### config.mk
export PLATFORM = sky130hd
export DESIGN_NAME = regfile_wb_arbiter
export DESIGN_NICKNAME = d
export VERILOG_FILES = /design/src/rtl/cpu_pkg.sv /design/src/rtl/wb_fifo.sv /design/src/rtl/regfile_wb_arbiter.sv
export SDC_FILE = /design/constraint.sdc
export NUM_CORES = 1
export LEC_CHECK = 0
export CAP_MARGIN = 20
export CORE_AREA = 2 2 135 137
export DETAILED_ROUTE_END_ITERATION = 10
export DIE_AREA = 0 0 137 139
export HOLD_SLACK_MARGIN = 0.06
export PLACE_DENSITY_LB_ADDON = 0.2
export SLEW_MARGIN = 20
export SYNTH_ARGS = -nofsm -noshare
export SYNTH_HDL_FRONTEND = slang
export SYNTH_HIERARCHICAL = 1
export SYNTH_SLANG_ARGS = --single-unit
### constraint.sdc
create_clock -name clk -period 2.8 [get_ports clk]
set_input_delay 0.56 -clock clk [delete_from_list [all_inputs] [get_ports clk]]
set_output_delay 0.56 -clock clk [all_outputs]
set_load 0.05 [all_outputs]
### src/rtl/cpu_pkg.sv
// Shared CPU definitions: register-file geometry, write-request record and
// the write-port select encoding used by the register-file write arbiter.
package cpu_pkg;

    localparam int REG_ADDR_W = 5;
    localparam int XLEN       = 32;
    localparam int NUM_REGS   = 2 ** REG_ADDR_W;

    localparam logic [REG_ADDR_W-1:0] REG_ZERO = '0;

    typedef struct packed {
        logic                  valid;
        logic [REG_ADDR_W-1:0] addr;
        logic [XLEN-1:0]       data;
    } wb_req_t;

    typedef enum logic [1:0] {
        SEL_NONE,
        SEL_WB,
        SEL_FIFO
    } wr_sel_e;

    // A request only reaches the register file if it targets a real register.
    function automatic logic is_live(input wb_req_t req);
        return req.valid && (req.addr != REG_ZERO);
    endfunction

endpackage

### src/rtl/wb_fifo.sv
// Small synchronous FIFO holding deferred long-latency results (address + data)
// until the register-file write port has a free slot.
module wb_fifo
    import cpu_pkg::*;
#(
    parameter int DEPTH = 2
) (
    input  logic                  clk,
    input  logic                  reset_n,
    input  logic                  push,
    input  logic [REG_ADDR_W-1:0] push_addr,
    input  logic [XLEN-1:0]       push_data,
    input  logic                  pop,
    output logic [REG_ADDR_W-1:0] head_addr,
    output logic [XLEN-1:0]       head_data,
    output logic                  full,
    output logic                  empty
);

    localparam int PTR_W = $clog2(DEPTH);

    logic [REG_ADDR_W-1:0] mem_addr [DEPTH];
    logic [XLEN-1:0]       mem_data [DEPTH];
    logic [PTR_W-1:0]      wr_ptr;
    logic [PTR_W-1:0]      rd_ptr;
    logic [PTR_W:0]        count;

    assign full      = (count == (PTR_W + 1)'(DEPTH));
    assign empty     = (count == '0);
    assign head_addr = mem_addr[rd_ptr];
    assign head_data = mem_data[rd_ptr];

    always_ff @(posedge clk) begin
        if (push) begin
            mem_addr[wr_ptr] <= push_addr;
            mem_data[wr_ptr] <= push_data;
        end
    end

    // Power-of-two depth lets the pointers wrap by plain overflow.
    always_ff @(posedge clk or negedge reset_n) begin
        if (!reset_n) begin
            wr_ptr <= '0;
            rd_ptr <= '0;
            count  <= '0;
        end else begin
            if (push) wr_ptr <= wr_ptr + 1'b1;
            if (pop)  rd_ptr <= rd_ptr + 1'b1;
            case ({push, pop})
                2'b10:   count <= count + 1'b1;
                2'b01:   count <= count - 1'b1;
                default: count <= count;
            endcase
        end
    end

    a_no_overflow: assert property (@(posedge clk) disable iff (!reset_n) !(push && full && !pop));
    a_no_underflow: assert property (@(posedge clk) disable iff (!reset_n) !(pop && empty));

endmodule

### src/rtl/regfile_wb_arbiter.sv
// Register-file write-port arbiter: pipeline WB has priority, deferred mul/div
// results drain from a FIFO in idle slots, and a pending scoreboard feeds decode.
module regfile_wb_arbiter
    import cpu_pkg::*;
#(
    parameter int DEPTH      = 2,
    parameter int STARVE_MAX = 4
) (
    input  logic        clk,
    input  logic        reset_n,
    input  logic        wb_valid,
    input  logic [4:0]  wb_addr,
    input  logic [31:0] wb_data,
    input  logic        ld_valid,
    output logic        ld_ready,
    input  logic [4:0]  ld_addr,
    input  logic [31:0] ld_data,
    input  logic        iss_valid,
    input  logic [4:0]  iss_addr,
    input  logic [4:0]  q1_addr,
    input  logic [4:0]  q2_addr,
    input  logic [4:0]  qd_addr,
    output logic        q1_busy,
    output logic        q2_busy,
    output logic        qd_busy,
    output logic        wb_hold,
    output logic        we3,
    output logic [4:0]  addr3,
    output logic [31:0] write3
);

    localparam int CNT_W = $clog2(STARVE_MAX + 1);

    wb_req_t               wb_req;
    wr_sel_e               sel;
    logic                  fifo_full;
    logic                  fifo_empty;
    logic                  push;
    logic                  pop;
    logic [REG_ADDR_W-1:0] head_addr;
    logic [XLEN-1:0]       head_data;
    logic [NUM_REGS-1:0]   pending;
    logic [NUM_REGS-1:0]   set_mask;
    logic [NUM_REGS-1:0]   clr_mask;
    logic [CNT_W-1:0]      starve_cnt;

    assign wb_req = '{valid: wb_valid, addr: wb_addr, data: wb_data};

    always_comb begin
        sel = SEL_NONE;
        if (!reset_n)
            sel = SEL_NONE;
        else if (is_live(wb_req))
            sel = SEL_WB;
        else if (!fifo_empty)
            sel = SEL_FIFO;
    end

    always_comb begin
        we3    = 1'b0;
        addr3  = REG_ZERO;
        write3 = '0;
        case (sel)
            SEL_WB: begin
                we3    = 1'b1;
                addr3  = wb_req.addr;
                write3 = wb_req.data;
            end
            SEL_FIFO: begin
                we3    = 1'b1;
                addr3  = head_addr;
                write3 = head_data;
            end
            default: ;
        endcase
    end

    // Ready depends on current occupancy only, so a full FIFO never sees push+pop.
    assign ld_ready = reset_n && !fifo_full;
    assign push     = ld_valid && ld_ready && (ld_addr != REG_ZERO);
    assign pop      = (sel == SEL_FIFO);

    wb_fifo #(
        .DEPTH (DEPTH)
    ) u_fifo (
        .clk       (clk),
        .reset_n   (reset_n),
        .push      (push),
        .push_addr (ld_addr),
        .push_data (ld_data),
        .pop       (pop),
        .head_addr (head_addr),
        .head_data (head_data),
        .full      (fifo_full),
        .empty     (fifo_empty)
    );

    // Saturating count of slots the current head has lost to the pipeline.
    always_ff @(posedge clk or negedge reset_n) begin
        if (!reset_n)
            starve_cnt <= '0;
        else if (fifo_empty || pop)
            starve_cnt <= '0;
        else if (sel == SEL_WB && starve_cnt != CNT_W'(STARVE_MAX))
            starve_cnt <= starve_cnt + 1'b1;
    end

    assign wb_hold = reset_n && !fifo_empty && (starve_cnt == CNT_W'(STARVE_MAX - 1));

    always_comb begin
        set_mask = '0;
        clr_mask = '0;
        if (iss_valid && iss_addr != REG_ZERO) set_mask[iss_addr] = 1'b1;
        if (pop) clr_mask[head_addr] = 1'b1;
    end

    always_ff @(posedge clk or negedge reset_n) begin
        if (!reset_n)
            pending <= '0;
        else
            pending <= ((pending & ~clr_mask) | set_mask) & ~NUM_REGS'(1);
    end

    function automatic logic busy_of(input logic [REG_ADDR_W-1:0] q);
        return pending[q] || (iss_valid && iss_addr == q && q != REG_ZERO);
    endfunction

    assign q1_busy = reset_n && busy_of(q1_addr);
    assign q2_busy = reset_n && busy_of(q2_addr);
    assign qd_busy = reset_n && busy_of(qd_addr);

    // Re-issuing to a pending register is illegal unless its result is being written now.
    a_no_reissue: assert property (@(posedge clk) disable iff (!reset_n)
        (iss_valid && iss_addr != REG_ZERO && !(pop && head_addr == iss_addr))
            |-> !pending[iss_addr]);

endmodule

==> results.sh <==
export IMPL_ir_drop_v=0.0003675
export IMPL_start_util_pct=34.02
export IMPL_syn_area_mm2=0.006007
export IMPL_track_usage_pct=19.19
export IMPL_power_share_clock_pct=20.2
export IMPL_power_total_w=0.006617
export IMPL_drc=0
export IMPL_synth_fp_nets=587
export IMPL_clkSinkCount=112
export IMPL_pwr_share_comb_pct=43.5
export IMPL_switching_share_pct=33.55
export IMPL_placementRows=49
export IMPL_synth_area_leaders="edfxtp_1 37%, dfrtp_1 16%, mux4_2 7.1%"
export IMPL_synthSimpleGateAreaFrac_pct=8.540
export IMPL_ys_ff_latch=112
export IMPL_setup_viol=41
export IMPL_n_fill_cell=1485
export IMPL_chipWidth_um=137
export IMPL_holdBufCountCts=0
export IMPL_port_buffers=141
export IMPL_p_int_w=0.004397
export IMPL_area_growth_pct=58.40
export IMPL_dp_hpwl_mm=13.04
export IMPL_synth_xor_area_share_pct=3.062
export IMPL_critPathRequiredTime_ps=2240
export IMPL_synth_fa_ha_area_share_pct=1.458
export IMPL_outcome="finished, violations left"
export IMPL_tightest_slew_ps=550.5
export IMPL_top_usage_layer="met2"
export IMPL_synth_seq_area_share_pct=52.82
export IMPL_synth_top_family_by_area="multiplexers"
export IMPL_layout_min_cycle_time_ps=2985
export IMPL_dpl_cell_count=869
export IMPL_io_pins=142
export IMPL_holdWs_ps=294.5
export IMPL_wl_per_cell_um=19.57
export IMPL_r2r_start="u_fifo/rd_ptr$_DFFE_PN0P_"
export IMPL_p_switching_w=0.002220
export IMPL_power_density_mw_per_mm2=695.4
export IMPL_hold_viol=0
export IMPL_worst_slack_ps=-185.4
export IMPL_rsz0062_at_grt="yes"
export IMPL_crit_fanout=5
export IMPL_drive_gt1_share_pct=41.77
export IMPL_drt_iter0_markers=316
export IMPL_cts_tree="built"
export IMPL_firstDrtPassIters=5
export IMPL_clk_pin_slew_ps=70
export IMPL_grt_pass1_wl_mm=27.59
export IMPL_place_gp_congestion=0.8755
export IMPL_yosys_warnings=6
export IMPL_worstSetupPathType="input port to output port"
export IMPL_grt_max_degree=29
export IMPL_grt_pass1_vias=5098
export IMPL_use_met1_pct=23.09
export IMPL_dieHeight_um=139
export IMPL_clk_latency_ps=360
export IMPL_yosys_area_top_type="edfxtp_1"
export IMPL_grt_use_met3_pct=4.496
export IMPL_wl_mm=17.55
export IMPL_critPathArrivalTime_ps=2430
export IMPL_placed_area_mm2=0.008825
export IMPL_synth_compound_area_share_pct=12.46
export IMPL_timing_fmax_mhz=335.0
export IMPL_syn_avg_cell_area_um2=12.49
export IMPL_htreeDepth=3
export IMPL_drv_slew=0
export IMPL_finClkSkew_ps=6.881
export IMPL_core_area_mm2=0.01766
export IMPL_cp_end_kind="output port"
export IMPL_worstSetupStartpointType="input port"
export IMPL_numCtsBuffers=9
export IMPL_instances_no_fill=897
export IMPL_clock_path_buffers=2
export IMPL_mostFrequentLayoutCell="clkdlybuf4s50_1"
export IMPL_drv_cap=0
export IMPL_synth_top_area_share_pct=36.99
export IMPL_antenna_found_initial=0
export IMPL_violations="setup timing"
export IMPL_gr_total_overflow=0
export IMPL_layout_nets=769
export IMPL_diodes=0
export IMPL_hold_path_class="input port to asynchronous set/reset pin"
export IMPL_synthCells=481
export IMPL_p_leak_nw=3.378
export IMPL_die_area_mm2=0.01904
export IMPL_drtAntennaViolNets=0
export IMPL_layout_common_cells="88 x clkdlybuf4s50_1, 74 x edfxtp_1, 54 x o21ai_0, 53 x buf_12, 41 x buf_4"
export IMPL_setup_worst_path_start="wb_addr[0]"
export IMPL_finalCritPeriodShare_pct=106.6
export IMPL_stdcell_area_mm2=0.009515
export IMPL_via_per_inst=5.269
export IMPL_fin_util_pct=53.89
export IMPL_slew_headroom_pct=63.19
export IMPL_synth_distinct_cells=41
export IMPL_grtUsageMet2_pct=32.57
export IMPL_vias=4726
export IMPL_root_buffer="clkbuf_16"
export IMPL_seqPwrFrac_pct=36.3
export IMPL_synthMuxAreaShare_pct=17.95
-- layer usage --
layer	vias to the layer above	share of wire (%)	wire, um
met5	-	0	0
met4	0	2.7	467
met3	28	6.6	1161
met2	171	50	8820
met1	2334	40	7103
li1	2193	-	-
-- state kept, by name, summed over array words and instances, names as in the netlist --
register / flops
pending: 31
starve_cnt: 3
u_fifo/count: 2
u_fifo/mem_addr: 10
u_fifo/mem_data: 64
u_fifo/rd_ptr: 1
u_fifo/wr_ptr: 1
-- path summary, 6_finish.rpt --
path                                          endpoint  cells past startpoint  slack, ps
setup / recovery                            write3[19]                     11       -190
hold / removal               u_fifo/wr_ptr$_DFFE_PN0P_                      2        290
setup reg to reg                 pending[24]$_DFF_PN0_                      5        680
hold reg to reg            u_fifo/count[1]$_DFFE_PN0P_                      1        490
max in group asynchronous        pending[30]$_DFF_PN0_                      3       2020
min in group clk           u_fifo/count[1]$_DFFE_PN0P_                      1        490
-- metrics by stage --
step                setup TNS (ps)  setup WS, ps
finish                       -6246        -185.4
global route                -10350        -285.4
CTS                          -5931        -177.6
detailed placement          -28780        -599.2
global placement            -23710        -521.5
floorplan                    -2771        -98.75
-- worst max-delay path: stages --
cell	delay (ps)
buf_6	90
or4_4	530
o21ai_2	140
inv_1	60
nand2_2	110
buf_4	140
ha_4	240
buf_6	150
buf_8	140
nor2_4	120
buf_12	140
-- logic make-up after synthesis --
group,count (synthesis)
AO/OA/AOI/OAI,125
flip-flops,112
AND/OR/NAND/NOR,99
multiplexers,70
buffers and inverters,47
XOR/XNOR,21
adder cells (fa/ha/maj),7
-- what timing repair did --
| item | 4_1_cts | 5_1_grt |
|---|---|---|
| setup endpoints to repair | 41 | 41 |
| gates cloned | 2 | 1 |
| pin swaps | 41 | 7 |
| gates resized for setup | 66 | 9 |
| setup buffers | 8 | 1 |
-- synth_stat cells (all sizes together) --
cell,n
xnor2,12
inv,12
a21oi,12
or3,3
dfrtp,38
nand3b,12
xor2,9
nor4,3
nand2b,1
mux2,39
nand2,6
buf,11
a31oi,2
o22ai,2
and3b,1
nor3,6
nand3,8
nor2,46
a211oi,1
or3b,6
mux2i,11
a22oi,37
ha,7
edfxtp,74
clkbuf,24
o311ai,4
nor2b,5
or4,1
and2,1
o21a,1
o21ai,66
mux4,20
-- area by class of cell --
cell class | instances | area, um^2 | area share, %
Timing Repair Buffer | 206 | 2547 | 26.77
Clock buffer | 14 | 275.3 | 2.893
Multi-Input combinational cell | 322 | 3148 | 33.08
Clock inverter | 2 | 35.03 | 0.3682
Inverter | 12 | 48.80 | 0.5128
Sequential cell | 112 | 3174 | 33.36
Tap cell | 229 | 286.5 | 3.011
-- power groups by stage --
stage | registers, W | clock network [W] | logic [W]
floorplan | 0.00233 | 0 | 0.00183
global placement | 0.00241 | 0 | 0.00265
detailed placement | 0.00244 | 0 | 0.00269
CTS | 0.00240 | 0.00137 | 0.00288
global route | 0.00245 | 0.00144 | 0.00307
finish | 0.00240 | 0.00134 | 0.00288
Note: power is estimated with default switching activity, not from simulation.
